--- src/rtl/mult_datapath_if.sv ---
// Bundles the strobe and operand inputs and the register/status outputs of the multiplier datapath.
// Latency: none. The interface is pure wiring.
// Backpressure: none. The strobes are single-cycle commands with no handshake.
//
// Ports (by modport):
//   master (control unit / bench): drives Clr_Ld, ClearA, Add, Sub, Shift, S;
//                                  observes Aval, Bval, X, M, Product, Done
//   slave  (datapath)            : the mirror image of master
interface mult_datapath_if #(
  parameter int WIDTH = 8
);
  logic               Clr_Ld;
  logic               ClearA;
  logic               Add;
  logic               Sub;
  logic               Shift;
  logic [WIDTH-1:0]   S;
  logic [WIDTH-1:0]   Aval;
  logic [WIDTH-1:0]   Bval;
  logic               X;
  logic               M;
  logic [2*WIDTH-1:0] Product;
  logic               Done;

  modport master (
    output Clr_Ld, ClearA, Add, Sub, Shift, S,
    input  Aval, Bval, X, M, Product, Done
  );

  modport slave (
    input  Clr_Ld, ClearA, Add, Sub, Shift, S,
    output Aval, Bval, X, M, Product, Done
  );
endinterface

--- src/rtl/mult_datapath.sv ---
// X:A:B product register, a sign-extended add/sub unit against S, and a saturating shift counter for the add-shift multiplier.
// Latency: one cycle. A strobe sampled at an edge is visible on the outputs right after that edge.
// Backpressure: none. Exactly one action executes per edge, picked by fixed priority.
//
// Ports:
//   Clk   : rising-edge clock
//   Reset : asynchronous, active-low; clears A, B, X and the count
//   dp    : slave side of mult_datapath_if. It carries the strobes
//           (Clr_Ld/ClearA/Add/Sub/Shift) and the S operand in, and
//           carries Aval/Bval/X/M/Product/Done out.
module mult_datapath #(
  parameter int WIDTH = 8
) (
  input  logic          Clk,
  input  logic          Reset,
  mult_datapath_if.slave dp
);

  localparam int CW = $clog2(WIDTH + 1);

  logic [WIDTH-1:0] a_q, a_d;
  logic [WIDTH-1:0] b_q, b_d;
  logic             x_q, x_d;
  logic [CW-1:0]    cnt_q, cnt_d;

  // The adder is one bit wider than the operands. r[WIDTH] becomes the new X,
  // and any carry above it is dropped.
  logic [WIDTH:0] sum;
  logic [WIDTH:0] diff;

  always_comb begin
    sum  = {a_q[WIDTH-1], a_q} + {dp.S[WIDTH-1], dp.S};
    diff = {a_q[WIDTH-1], a_q} - {dp.S[WIDTH-1], dp.S};
  end

  always_comb begin
    a_d   = a_q;
    b_d   = b_q;
    x_d   = x_q;
    cnt_d = cnt_q;
    if (dp.Clr_Ld) begin
      b_d   = dp.S;
      a_d   = '0;
      x_d   = 1'b0;
      cnt_d = '0;
    end else if (dp.Sub) begin
      a_d = diff[WIDTH-1:0];
      x_d = diff[WIDTH];
    end else if (dp.Add) begin
      a_d = sum[WIDTH-1:0];
      x_d = sum[WIDTH];
    end else if (dp.Shift) begin
      a_d = {x_q, a_q[WIDTH-1:1]};
      b_d = {a_q[0], b_q[WIDTH-1:1]};
      // Extra shifts still move data. The counter stops at WIDTH so that Done stays high.
      if (cnt_q != CW'(WIDTH)) begin
        cnt_d = cnt_q + CW'(1);
      end
    end else if (dp.ClearA) begin
      // The control unit holds ClearA high through the early bit states, so
      // ClearA only takes effect when no arithmetic strobe is active.
      a_d   = '0;
      x_d   = 1'b0;
      cnt_d = '0;
    end
  end

  always_ff @(posedge Clk or negedge Reset) begin
    if (!Reset) begin
      a_q   <= '0;
      b_q   <= '0;
      x_q   <= 1'b0;
      cnt_q <= '0;
    end else begin
      a_q   <= a_d;
      b_q   <= b_d;
      x_q   <= x_d;
      cnt_q <= cnt_d;
    end
  end

  assign dp.Aval    = a_q;
  assign dp.Bval    = b_q;
  assign dp.X       = x_q;
  assign dp.M       = b_q[0];
  assign dp.Product = {a_q, b_q};
  assign dp.Done    = (cnt_q == CW'(WIDTH));

endmodule

--- src/flat_wrapper.sv ---
// flat-port wrapper written by rule: the top's interface ports become plain ports
module mult_datapath_flat 
#(
  parameter int WIDTH = 8
)
  (Clk, Reset, dp_Clr_Ld, dp_ClearA, dp_Add, dp_Sub, dp_Shift, dp_S, dp_Aval, dp_Bval, dp_X, dp_M, dp_Product, dp_Done);
  mult_datapath_if #(.WIDTH(WIDTH)) dp_i ();
  input  logic Clk;
  input  logic Reset;
  input wire logic [$bits(dp_i.Clr_Ld)-1:0] dp_Clr_Ld;
  input wire logic [$bits(dp_i.ClearA)-1:0] dp_ClearA;
  input wire logic [$bits(dp_i.Add)-1:0] dp_Add;
  input wire logic [$bits(dp_i.Sub)-1:0] dp_Sub;
  input wire logic [$bits(dp_i.Shift)-1:0] dp_Shift;
  input wire logic [$bits(dp_i.S)-1:0] dp_S;
  output wire logic [$bits(dp_i.Aval)-1:0] dp_Aval;
  output wire logic [$bits(dp_i.Bval)-1:0] dp_Bval;
  output wire logic [$bits(dp_i.X)-1:0] dp_X;
  output wire logic [$bits(dp_i.M)-1:0] dp_M;
  output wire logic [$bits(dp_i.Product)-1:0] dp_Product;
  output wire logic [$bits(dp_i.Done)-1:0] dp_Done;
  assign dp_i.Clr_Ld = dp_Clr_Ld;
  assign dp_i.ClearA = dp_ClearA;
  assign dp_i.Add = dp_Add;
  assign dp_i.Sub = dp_Sub;
  assign dp_i.Shift = dp_Shift;
  assign dp_i.S = dp_S;
  assign dp_Aval = dp_i.Aval;
  assign dp_Bval = dp_i.Bval;
  assign dp_X = dp_i.X;
  assign dp_M = dp_i.M;
  assign dp_Product = dp_i.Product;
  assign dp_Done = dp_i.Done;
  mult_datapath #(.WIDTH(WIDTH)) u_core (.Clk(Clk), .Reset(Reset), .dp(dp_i));
endmodule
--- config.mk ---
export PLATFORM = sky130hd
export DESIGN_NAME = mult_datapath_flat
export DESIGN_NICKNAME = d
export VERILOG_FILES = /design/src/rtl/mult_datapath_if.sv /design/src/rtl/mult_datapath.sv /design/src/flat_wrapper.sv
export SDC_FILE = /design/constraint.sdc
export NUM_CORES = 1
export LEC_CHECK = 0
export CELL_PAD_IN_SITES_DETAIL_PLACEMENT = 1
export CELL_PAD_IN_SITES_GLOBAL_PLACEMENT = 1
export CORE_MARGIN = 8
export CORE_UTILIZATION = 33
export DETAILED_ROUTE_END_ITERATION = 12
export PLACE_DENSITY = 0.79
export SLEW_MARGIN = 20
export SYNTH_ARGS = -nofsm -noshare
export SYNTH_HDL_FRONTEND = slang
export SYNTH_SLANG_ARGS = --single-unit
--- constraint.sdc ---
create_clock -name Clk -period 2.05 [get_ports Clk]
set_clock_uncertainty 0.05 [all_clocks]
set_input_delay 0.205 -clock Clk [delete_from_list [all_inputs] [get_ports Clk]]
set_output_delay 0.205 -clock Clk [all_outputs]
set_load 0.01 [all_outputs]
==> results.yml <==
status:
  outcome: "finished with violations"
  violations: "setup timing"
clocking:
  cts_hold_buf: 0
  htree_levels: 1
  clock_sinks: 21
  clkLatencyLatePin_ps: 270
  numCtsBuffers: 3
  cts_tree: "built"
  clockBufferDepth: 2
  cts-root-buf: "clkbuf_8"
  clkTransAtPathRegs_ps: 90
worst_setup_path:
  crit_path_start_kind: "register"
  slowest_stage: "dfrtp_1"
  cp_max_fo: 4
  cp-end-kind: "register"
  worstPathCellList: "ha_1, and2b_1, a211oi_4, nor4b_4, o31ai_1, a32o_1"
  worst_ep_required_time_ps: 2170
  slowest_delay_ps: 430
  worstPathArrival_ps: 2180
  crit_type: "register to register"
finish:
  layout.nets: 369
  area_growth_pct: 47.26
  utilization_pct: 49.32
  drive_above_1_share_pct: 26.13
  finalNonFillerCells: 410
  antenna-diode-count: 0
placed_design:
  dp_hpwl_um: 5789
  port_buffers: 49
  placed_cells: 400
  place_congestion: 0.9135
sta:
  setup-tns-final_ps: -6.893
  finalCritPeriodShare_pct: 100.3
  tightest_slew_ps: 1041
  setup_viol_count_final: 1
  finalHoldViolCount: 0
  fmax_mhz: 486.2
  max_slew_margin_pct: 30.59
  min_period_ps: 2057
  rsz0062_at_grt: "true"
  holdWs_ps: 239.6
  fin_ws_ps: -6.893
  maxSlewViolCount: 0
die:
  core_area_sq_um: 6205
  core.rowCount: 29
  ios: 50
  start_util_pct: 33.49
  dieArea_sq_um: 9094
  die_w_um: 95.36
  dieHeight_um: 95.36
power_and_ir_drop:
  ir_drop_mv: 0.3661
  power_density_nw_per_um2: 649.4
  p_leak_nw: 1.364
global_routing:
  grt_pass1_wl_um: 12340
  grt_use_total_pct: 17.28
  grt_antenna_before_repair: 0
  gr-total-overflow: 0
  grt_max_degree: 22
  grt_pass1_vias: 2435
logic_synthesis:
  synth_common_cells: "27 x o21ai_0, 23 x nand2_1, 21 x dfrtp_1"
  syn-num-nets: 286
  yosys.area.top_type_share_pct: 25.29
  synth_cells: 251
  synth_flop_cell: "dfrtp_1"
  ys_ff_latch: 21
  synth_edf_count: 0
  synthArstFlopShare_pct: 100.0
  yosysSeqAreaShare_pct: 25.29
  synth.area.top_cells: "dfrtp_1 25%, ha_1 11%, o21ai_0 6.5%"
  synth_top_area_cell: "dfrtp_1"
  syn_area_sq_um: 2078
  synth.most_common_cell: "o21ai_0"
  ys_types: 51
  synth_area_per_cell_sq_um: 8.280
  yosysWarnings: 0
run:
  cap_violations: 0
detailed_routing:
  final_antenna_net_count: 0
  wl_met2_um: 3890
  via_per_inst: 5.383
  wire_per_inst_um: 18.67
  num_vias: 2207
  remaining_drc_errors: 0
  first_pass_iters: 4
  top_layer: "met4"
  wl_um: 7655
  drtIter0Drc: 116
  wirelength_met1_um: 3199
  routed-wl-met3_um: 430
min_path:
  hold_path.class: "input pin to asynchronous set/reset pin"
[cells in the final DEF, fill, tap and decap left out, types with 3 or more instances in the layout]
cell,n
buf_4,57
clkdlybuf4s50_1,47
o21ai_0,24
nand2_1,23
dfrtp_1,20
inv_1,15
a21oi_1,14
ha_1,12
nor2_1,11
mux2i_1,9
or3_1,6
nor2b_1,6
or2_2,4
xnor2_1,4
nand2b_1,4
ha_4,4
a21o_1,3
nand3b_1,3
nor3_1,3
o21ai_1,3
a221oi_1,3
nor4_1,3
clkbuf_8,3
[where the power goes]
part | internal, W | leakage, nW | switching, W | total (W)
clock network | 0.000140 | 0.0228 | 0.000163 | 0.000302
logic | 0.000617 | 1.07 | 0.000545 | 0.00116
registers | 0.000467 | 0.269 | 0.0000554 | 0.000523
total | 0.00122 | 1.36 | 0.000764 | 0.00199
[routing by layer]
metal,vias to the layer above,track usage [%]
met1,1085,20.84
met4,0,4.161
met2,69,30.72
met3,14,3.228
li1,1039,-
met5,-,0
[cell type report]
class	count	area (sq um)
Inverter	17	63.81
Tap cell	77	96.34
Fill cell	739	3144
Sequential cell	21	526.8
Multi-Input combinational cell	184	1401
Timing Repair Buffer	107	927.1
Clock buffer	4	45.04
[state kept, by name, summed over array words and instances (netlist names)]
signal / count
u_core.dp.Bval: 8
u_core.dp.X: 1
u_core.dp.Aval: 8
u_core.cnt_q: 4
[metrics by stage]
| stage | power (W) | worst slack [ps] | cell area (sq um) |
|---|---|---|---|
| floorplan | 0.001110 | 13.05 | 2078 |
| global placement | 0.001557 | -397.0 | 2860 |
| detailed placement | 0.001591 | -445.4 | 2860 |
| CTS | 0.001959 | -9.484 | 3015 |
| global route | 0.002110 | -101.6 | 3060 |
| finish | 0.001987 | -6.893 | 3060 |
[logic make-up (layout without fill, tap and decap cells)]
logic type / after synthesis / after routing / synth area share (%)
xor gates and xnor gates: 4 / 4 / 1.686
adders and majority gates: 20 / 20 / 12.76
muxes: 9 / 9 / 4.335
DFF: 21 / 21 / 25.29
buffers and inverters: 46 / 128 / 12.46
AOI/OAI and AO/OA: 73 / 73 / 23.00
and+or+nand+nor: 78 / 78 / 20.47
[worst max-delay path, delay by kind of cell (launching register included)]
family | cells | cell delay, ps
AO/OA/AOI/OAI | 3 | 640
AND/OR/NAND/NOR | 2 | 460
flip-flops | 1 | 430
adder cells (fa/ha/maj) | 1 | 370
[repair_timing]
item | 4_1_cts | 5_1_grt
pin swaps | 13 | 9
resized for setup | 23 | 6
setup buffers | 4 | 2
endpoints found under the setup margin | 5 | 5
[worst paths after layout]
| path | startpoint | endpoint | slack (ps) | cells past startpoint |
|---|---|---|---|---|
| max | u_core.dp.Aval[2]$_DFFE_PN0P_ | u_core.dp.Aval[7]$_DFFE_PN0P_ | -7 | 6 |
| min reg2reg | u_core.dp.Bval[2]$_DFFE_PN0P_ | u_core.dp.Bval[2]$_DFFE_PN0P_ | 500 | 2 |
| max reg2reg | u_core.dp.Aval[2]$_DFFE_PN0P_ | u_core.dp.Aval[7]$_DFFE_PN0P_ | -7 | 6 |
| max in group asynchronous | Reset | u_core.dp.Aval[1]$_DFFE_PN0P_ | 1440 | 2 |
| min in group Clk | dp_S[0] | u_core.dp.Bval[0]$_DFFE_PN0P_ | 430 | 3 |
| min | Reset | u_core.cnt_q[3]$_DFFE_PN0P_ | 240 | 2 |
No activity file was read; power rests on OpenSTA's default activity.
